<file path="src/rtl/button_debouncer.sv">
// Push-button synchroniser/debouncer with press/release strobes and switch pass-through.
// Optional macro BUTTON_DEBOUNCER_SWITCH_SYNC_EN adds a two-flop synchroniser on switches_in.
module button_debouncer #(
    parameter int unsigned DEBOUNCE_CYCLES = 500000,
    parameter int unsigned COUNT_WIDTH     = 24
) (
    input  logic        clock,
    input  logic        reset,
    input  logic        key_n,
    input  logic [17:0] switches_in,
    output logic        button,
    output logic        press_pulse,
    output logic        release_pulse,
    output logic [17:0] switches_out
);

    typedef enum logic [1:0] {
        ST_RELEASED,
        ST_PRESS_PENDING,
        ST_PRESSED,
        ST_RELEASE_PENDING
    } state_e;

    localparam logic [COUNT_WIDTH-1:0] LAST_COUNT = COUNT_WIDTH'(DEBOUNCE_CYCLES - 1);
    localparam logic [COUNT_WIDTH-1:0] ONE        = COUNT_WIDTH'(1);

    state_e                 state_q, state_d;
    logic [COUNT_WIDTH-1:0] count_q, count_d;
    logic                   button_q, button_d;
    logic                   press_q, press_d;
    logic                   release_q, release_d;
    logic                   key_s1_q, key_s2_q;

    // Synchroniser flops idle high so reset looks like a released key.
    always_ff @(posedge clock or posedge reset) begin
        if (reset) begin
            key_s1_q  <= 1'b1;
            key_s2_q  <= 1'b1;
            state_q   <= ST_RELEASED;
            count_q   <= '0;
            button_q  <= 1'b0;
            press_q   <= 1'b0;
            release_q <= 1'b0;
        end else begin
            key_s1_q  <= key_n;
            key_s2_q  <= key_s1_q;
            state_q   <= state_d;
            count_q   <= count_d;
            button_q  <= button_d;
            press_q   <= press_d;
            release_q <= release_d;
        end
    end

    always_comb begin
        state_d   = state_q;
        count_d   = count_q;
        button_d  = button_q;
        press_d   = 1'b0;
        release_d = 1'b0;
        case (state_q)
            ST_RELEASED: begin
                if (!key_s2_q) begin
                    state_d = ST_PRESS_PENDING;
                    count_d = '0;
                end
            end
            ST_PRESS_PENDING: begin
                if (key_s2_q) begin
                    state_d = ST_RELEASED;
                end else if (count_q == LAST_COUNT) begin
                    state_d  = ST_PRESSED;
                    button_d = 1'b1;
                    press_d  = 1'b1;
                end else begin
                    count_d = count_q + ONE;
                end
            end
            ST_PRESSED: begin
                if (key_s2_q) begin
                    state_d = ST_RELEASE_PENDING;
                    count_d = '0;
                end
            end
            ST_RELEASE_PENDING: begin
                if (!key_s2_q) begin
                    state_d = ST_PRESSED;
                end else if (count_q == LAST_COUNT) begin
                    state_d   = ST_RELEASED;
                    button_d  = 1'b0;
                    release_d = 1'b1;
                end else begin
                    count_d = count_q + ONE;
                end
            end
            default: begin
                state_d = ST_RELEASED;
            end
        endcase
    end

    assign button        = button_q;
    assign press_pulse   = press_q;
    assign release_pulse = release_q;

`ifdef BUTTON_DEBOUNCER_SWITCH_SYNC_EN
    logic [17:0] sw_s1_q, sw_s2_q;

    always_ff @(posedge clock or posedge reset) begin
        if (reset) begin
            sw_s1_q <= '0;
            sw_s2_q <= '0;
        end else begin
            sw_s1_q <= switches_in;
            sw_s2_q <= sw_s1_q;
        end
    end

    assign switches_out = sw_s2_q;
`else
    assign switches_out = switches_in;
`endif

endmodule

</file>
<file path="config.mk">
export PLATFORM = sky130hd
export DESIGN_NAME = button_debouncer
export DESIGN_NICKNAME = d
export VERILOG_FILES = /design/src/rtl/button_debouncer.sv
export SDC_FILE = /design/constraint.sdc
export NUM_CORES = 1
export LEC_CHECK = 0
export ABC_AREA = 1
export CAP_MARGIN = 30
export CORE_ASPECT_RATIO = 1.2
export CORE_MARGIN = 2
export CORE_UTILIZATION = 46
export DETAILED_ROUTE_END_ITERATION = 10
export GPL_TIMING_DRIVEN = 0
export PLACE_DENSITY_LB_ADDON = 0.08
export SYNTH_ARGS = -nofsm -noshare
export SYNTH_HDL_FRONTEND = slang
export SYNTH_SLANG_ARGS = --single-unit
</file>
<file path="constraint.sdc">
create_clock -name clock -period 1.7 [get_ports clock]
set_clock_uncertainty 0.15 [all_clocks]
set_input_delay 0.425 -clock clock [delete_from_list [all_inputs] [get_ports clock]]
set_output_delay 0.425 -clock clock [all_outputs]
set_load 0.01 [all_outputs]
</file>
==> results of run 1 <==
[repair_timing]
item,CTS,global route
hold endpoints to repair,0,0
setup buffers,7,23
resized for setup,7,40
cloned,0,2
setup endpoints to repair,27,25
pin swaps,3,19
[power by group]
group | internal (W) | switching, W | total [W]
registers | 0.000751 | 0.0000116 | 0.000763
clock network | 0.000436 | 0.000299 | 0.000735
logic | 0.000128 | 0.0000970 | 0.000225
total | 0.00131 | 0.000407 | 0.00172
[metrics by stage]
step	hold slack, ns	total power, W	instance area (µm²)	cells
3_3_place_gp	0.1957	0.0009448	2321	348
6_report	0.2088	0.001722	2884	389
3_5_place_dp	0.2001	0.0009543	2349	349
4_1_cts	0.2106	0.001709	2532	364
2_1_floorplan	0.1952	0.0008777	2021	269
5_1_grt	0.2170	0.001809	2884	389
[worst max-delay path, stage by stage (launching register included)]
cell and delay, ns:
dfrtp_1 0.40, ha_4 0.17, nand2_2 0.06, nor2_2 0.10, nand2_2 0.09, nor2_4 0.15
buf_4 0.14, nand3_1 0.06, nand2_1 0.08, nand2_1 0.05, nand2_1 0.06, nand2_1 0.04
[routing by layer]
layer	vias to the layer above	track usage
met1	880	0.2476
met2	26	0.3188
met4	0	0.08085
met3	9	0.03840
met5	-	0
li1	946	-
[sequential cells by signal, summed over array words and instances (netlist names), named ones only]
| register | count |
|---|---|
| key_s1_q | 1 |
| key_s2_q | 1 |
| button | 1 |
| release_pulse | 1 |
| press_pulse | 1 |
| count_q | 24 |
| state_q | 1 |
[cell type report]
class,instances,area share
Clock buffer,5,0.02386
Multi-Input combinational cell,192,0.3744
Inverter,25,0.03341
Clock inverter,3,0.01518
Buffer,21,0.06117
Sequential cell,31,0.2742
Tap cell,56,0.02429
Timing Repair Buffer,56,0.1935
[path summary, 6_finish.rpt]
kind                       slack [ns]                       to                    from
max                              0.03  count_q[20]$_DFFE_PP0P_  count_q[0]$_DFFE_PP0P_
max reg2reg                      0.03  count_q[20]$_DFFE_PP0P_  count_q[0]$_DFFE_PP0P_
min                              0.21       key_s2_q$_DFF_PP1_      key_s1_q$_DFF_PP1_
max in group asynchronous        0.45  count_q[20]$_DFFE_PP0P_                   reset
min in group asynchronous        0.40   state_q[0]$_DFFE_PP0P_                   reset
min reg2reg                      0.21       key_s2_q$_DFF_PP1_      key_s1_q$_DFF_PP1_
[cell usage in the layout, fill, tap and decap left out, types with 2 or more instances in the layout]
cell,n
buf_12,2
buf_4,45
buf_6,2
buf_8,2
clkbuf_16,2
clkbuf_8,5
clkdlybuf4s50_1,20
dfrtp_1,19
dfrtp_2,10
dfstp_2,2
dlygate4sd2_1,3
inv_1,19
inv_2,5
nand2_1,82
nand2_2,12
nand3_1,8
nand3_2,3
nand3b_1,3
nand4_1,9
nor2_1,26
nor2_2,6
nor2_4,6
o21ai_0,4
o21ai_1,3
o21ai_2,9
xnor2_1,3
xor2_1,10
[logic make-up after synthesis]
family,share of synthesized area
buffers and inverters,0.1282
AOI/OAI and AO/OA,0.06068
adders and majority gates,0.006191
and+or+nand+nor,0.3591
DFF,0.3851
xor gates and xnor gates,0.06068
==> results.yml, run 1 <==
status:
  status: "complete, no violations"
floorplan:
  rows: 26
  die_x_um: 64.51
  die_h_um: 76.61
  start_util: 0.4778
  fp.coreArea_mm2: 0.004229
  ios: 42
  die_area_mm2: 0.004941
place:
  place_ws_ns: -0.1275
  dp_hpwl_mm: 3.141
  gp_congestion: 0.8495
  port_buffers: 23
yosys:
  syn-num-nets: 291
  synth-warning-count: 0
  synth_top_area_share: 0.3591
  synth_area_leaders: "dfrtp_1 (36%), nand2_1 (17%), buf_4 (6.7%)"
  synthCells: 269
  synth_top_area_cell: "dfrtp_1"
  yosysMostFrequentCell: "nand2_1"
  synth_edf_count: 0
  ys_seq_area_frac: 0.3851
  syn_area_per_cell_um2: 7.512
  yosysUniqueCellTypes: 27
  ys_seq_elements: 31
  async_flop_share: 1.000
  ys.flop_type: "dfrtp_1"
  synth_commonest_cells: "nand2_1 (92), nor2_1 (32), dfrtp_1 (29)"
  netlist_area_mm2: 0.002021
timing:
  fin_crit_sh: 0.9849
  drv_slew: 0
  rsz0062_at_grt: "yes"
  worst_pin_slew_ns: 0.7264
  hold_violations: 0
  setup_tns_ns: 0
  setup_viol: 0
  min_period_ns: 1.674
  fmax_ghz: 0.5973
  fin_ws_ns: 0.02571
  maxSlewHeadroom: 0.5152
detailed_routing:
  dr.pass1.iters: 4
  wl_met1_mm: 2.133
  routed_wirelength_mm: 4.951
  vias: 1861
  drc: 0
  top_layer_used: "met4"
  wire_per_inst_um: 12.73
  route.met2.wl_mm: 2.562
  vias_per_cell: 4.784
  routed-wl-met3_um: 144
  ant_nets: 0
  drtIter0Drc: 108
hold_path:
  holdCritPathClass: "flip-flop to flip-flop"
  holdPathStages: 0
pwr:
  vdd_drop_max_v: 0.0003328
  p_leak_nw: 1.306
  power_density_mw_per_mm2: 597.2
worst_setup_path:
  critPathArrivalTime_ns: 1.70
  critPathKind: "flip-flop to flip-flop"
  r2r_cells: 11
  cp-start-kind: "flip-flop"
  cp-end-kind: "flip-flop"
  cp.required_ns: 1.73
  crit_path_max_fanout: 5
global_route:
  grt_pass1_wl_mm: 7.458
  grt_antenna_before_repair: 0
  grt_max_degree: 18
  grt_util_all_layers: 0.1944
  grt_pass1_vias: 1584
  gr-total-overflow: 0
finish:
  final_core_util: 0.6820
  n_antenna_cell: 0
  drive_above_1_share: 0.3664
  seq_area_um2: 790.8
  area_growth_pct: 42.72
  multi_input_area_mm2: 0.001080
  fillers: 359
  nNetsFinal: 354
clock_tree:
  clock_sinks: 31
  htreeDepth: 2
  clock_latency_ns: 0.29
  cts_made_buffers: 5
  clockBufferDepth: 2
  tritoncts: "yes"
  path_clk_slew_ns: 0.07
  hold_buffers: 0
  clockRootBuffer: "clkbuf_8"
job:
  cap_violations: 0
(Power assumes the default switching activity.)
==> run 2: changes to the inputs <==
SKIP_CTS_REPAIR_TIMING = 1   (was default)
==> run 2 against run 1 <==
  * Register-to-register slack about the same
  * Die area unchanged
  * Critical path type unchanged
  * Utilization down 1.0 points
  * Worst hold slack about the same
  * Global-route usage decreased by 0.37 points
  * First-iteration DRC count fell by 23%
  * Combinational power barely moved
  * Power fell by 0.23%
  * Fmax is 0.72% lower
  * Count of clock-buffer cells in the layout unchanged
  * Sequential share of layout area up 0.37 points
  * Wire length fell by 3.5%
  * Largest cell class unchanged
==> results.yml, run 2 (same netlist as run 1, synthesis figures left out) <==
floorplan:
  die_area_mm2: 0.004941
  die_x_um: 64.51
  start_util: 0.4778
  die_h_um: 76.61
  ios: 42
  rows: 26
  fp.coreArea_mm2: 0.004229
detailed_routing:
  wire_per_inst_um: 12.48
  dr.pass1.iters: 5
  drc: 0
  vias: 1782
  drtIter0Drc: 83
  ant_nets: 0
  vias_per_cell: 4.653
  routed_wirelength_mm: 4.779
hold_path:
  holdCritPathClass: "flip-flop to flip-flop"
  min_from: "key_s1_q$_DFF_PP1_"
finish:
  area_growth_pct: 40.62
  multi_input_area_mm2: 0.001072
  n_antenna_cell: 0
  nNetsFinal: 348
  largest_reg_flops: 24
  drive_above_1_share: 0.3333
  final_core_util: 0.6719
  layout_commonest_cell: "nand2_1"
  fillers: 364
  most-common-layout-cells: "nand2_1 (85), buf_4 (39), nor2_1 (25), inv_1 (22)"
  final_cells: 383
  regMostFlops: "count_q"
  seq_area_um2: 789.5
worst_setup_path:
  critPathArrivalTime_ns: 1.71
  cp-end-kind: "flip-flop"
  cp.required_ns: 1.73
  cp-start-kind: "flip-flop"
  crit_path_max_fanout: 6
  critPathKind: "flip-flop to flip-flop"
  startpoint: "count_q[1]$_DFFE_PP0P_"
  r2r_start: "count_q[1]$_DFFE_PP0P_"
clock_tree:
  path_clk_slew_ns: 0.07
  clockRootBuffer: "clkbuf_8"
  htreeDepth: 2
  clock_sinks: 31
  clock_latency_ns: 0.29
  tritoncts: "yes"
  cts_made_buffers: 5
  clockBufferDepth: 2
global_route:
  gr-total-overflow: 0
  grt_pass1_vias: 1551
  grt_util_all_layers: 0.1906
  grt_max_degree: 18
  grt_antenna_before_repair: 0
  grt_pass1_wl_mm: 7.314
timing:
  hold_violations: 0
  min_period_ns: 1.686
  rsz0062_at_grt: "yes"
  fin_ws_ns: 0.01360
  fin_crit_sh: 0.9920
  maxSlewHeadroom: 0.5161
  setup_viol: 0
  drv_slew: 0
  fmax_ghz: 0.5930
  worst_pin_slew_ns: 0.7251
job:
  cap_violations: 0
pwr:
  power_w: 0.001718
  vdd_drop_max_v: 0.0003508
  power_density_mw_per_mm2: 604.8
  p_leak_nw: 1.329
place:
  post-place-cells: 349
  port_buffers: 23
  place_ws_ns: -0.1275
  gp_congestion: 0.8495
  dp_hpwl_mm: 3.141
status:
  status: "complete, no violations"
## run 2: cell types whose count changed in the layout (fill, tap and decap cells not counted), moves of 3 or more
cell            change
nand2_1             +3
dlygate4sd2_1       -3
inv_2               -3
inv_1               +3
dlymetal6s2s_1      +3
buf_4               -6
nand2_2             -4
## run 2: final timing paths
kind	to	slack (ns)	cells past startpoint
max	count_q[20]$_DFFE_PP0P_	0.01	11
max in group asynchronous	count_q[20]$_DFFE_PP0P_	0.45	3
min reg2reg	key_s2_q$_DFF_PP1_	0.21	0
min in group asynchronous	async pin	0.41	2
max reg2reg	count_q[20]$_DFFE_PP0P_	0.01	11
min	key_s2_q$_DFF_PP1_	0.21	0
## run 2: worst max-delay path, cell delays in order, from the launching register on
cell,delay (ns)
dfrtp_1,0.42
ha_4,0.17
nand2_2,0.06
nor2_2,0.09
nand2_2,0.10
nor2_4,0.16
buf_12,0.13
nand3_2,0.05
nand2_1,0.08
nand2_1,0.05
nand2_1,0.06
nand2_1,0.04
## run 2: power breakdown
part           total, W  internal [W]  switching (W)
Combinational  0.000225      0.000129      0.0000956
Clock          0.000729      0.000436       0.000293
Sequential     0.000765      0.000751      0.0000136
Total           0.00172       0.00132       0.000402
## run 2: cell type report
cell class                 count  area share
clock inverter                 3     0.01541
timing repair buffer          50      0.1845
multi-input combinational    192      0.3774
inverter                      25     0.03391
buffer                        21     0.06209
sequential                    31      0.2779
clock buffer                   5     0.02422
tap                           56     0.02466
## run 2: metrics by stage
stage | area, µm² | setup TNS, ns | hold slack (ns)
floorplan | 2021 | 0 | 0.1952
detailed placement | 2349 | -1.591 | 0.2001
global route | 2841 | -0.6711 | 0.2169
finish | 2841 | 0 | 0.2091
global placement | 2321 | -12.47 | 0.1957
CTS | 2461 | -2.020 | 0.2106
## run 2: routing by layer
layer	track usage	part of all wire
met3	0.03693	0.032
met2	0.3146	0.51
met5	0	0
met1	0.2455	0.43
met4	0.07021	0.023
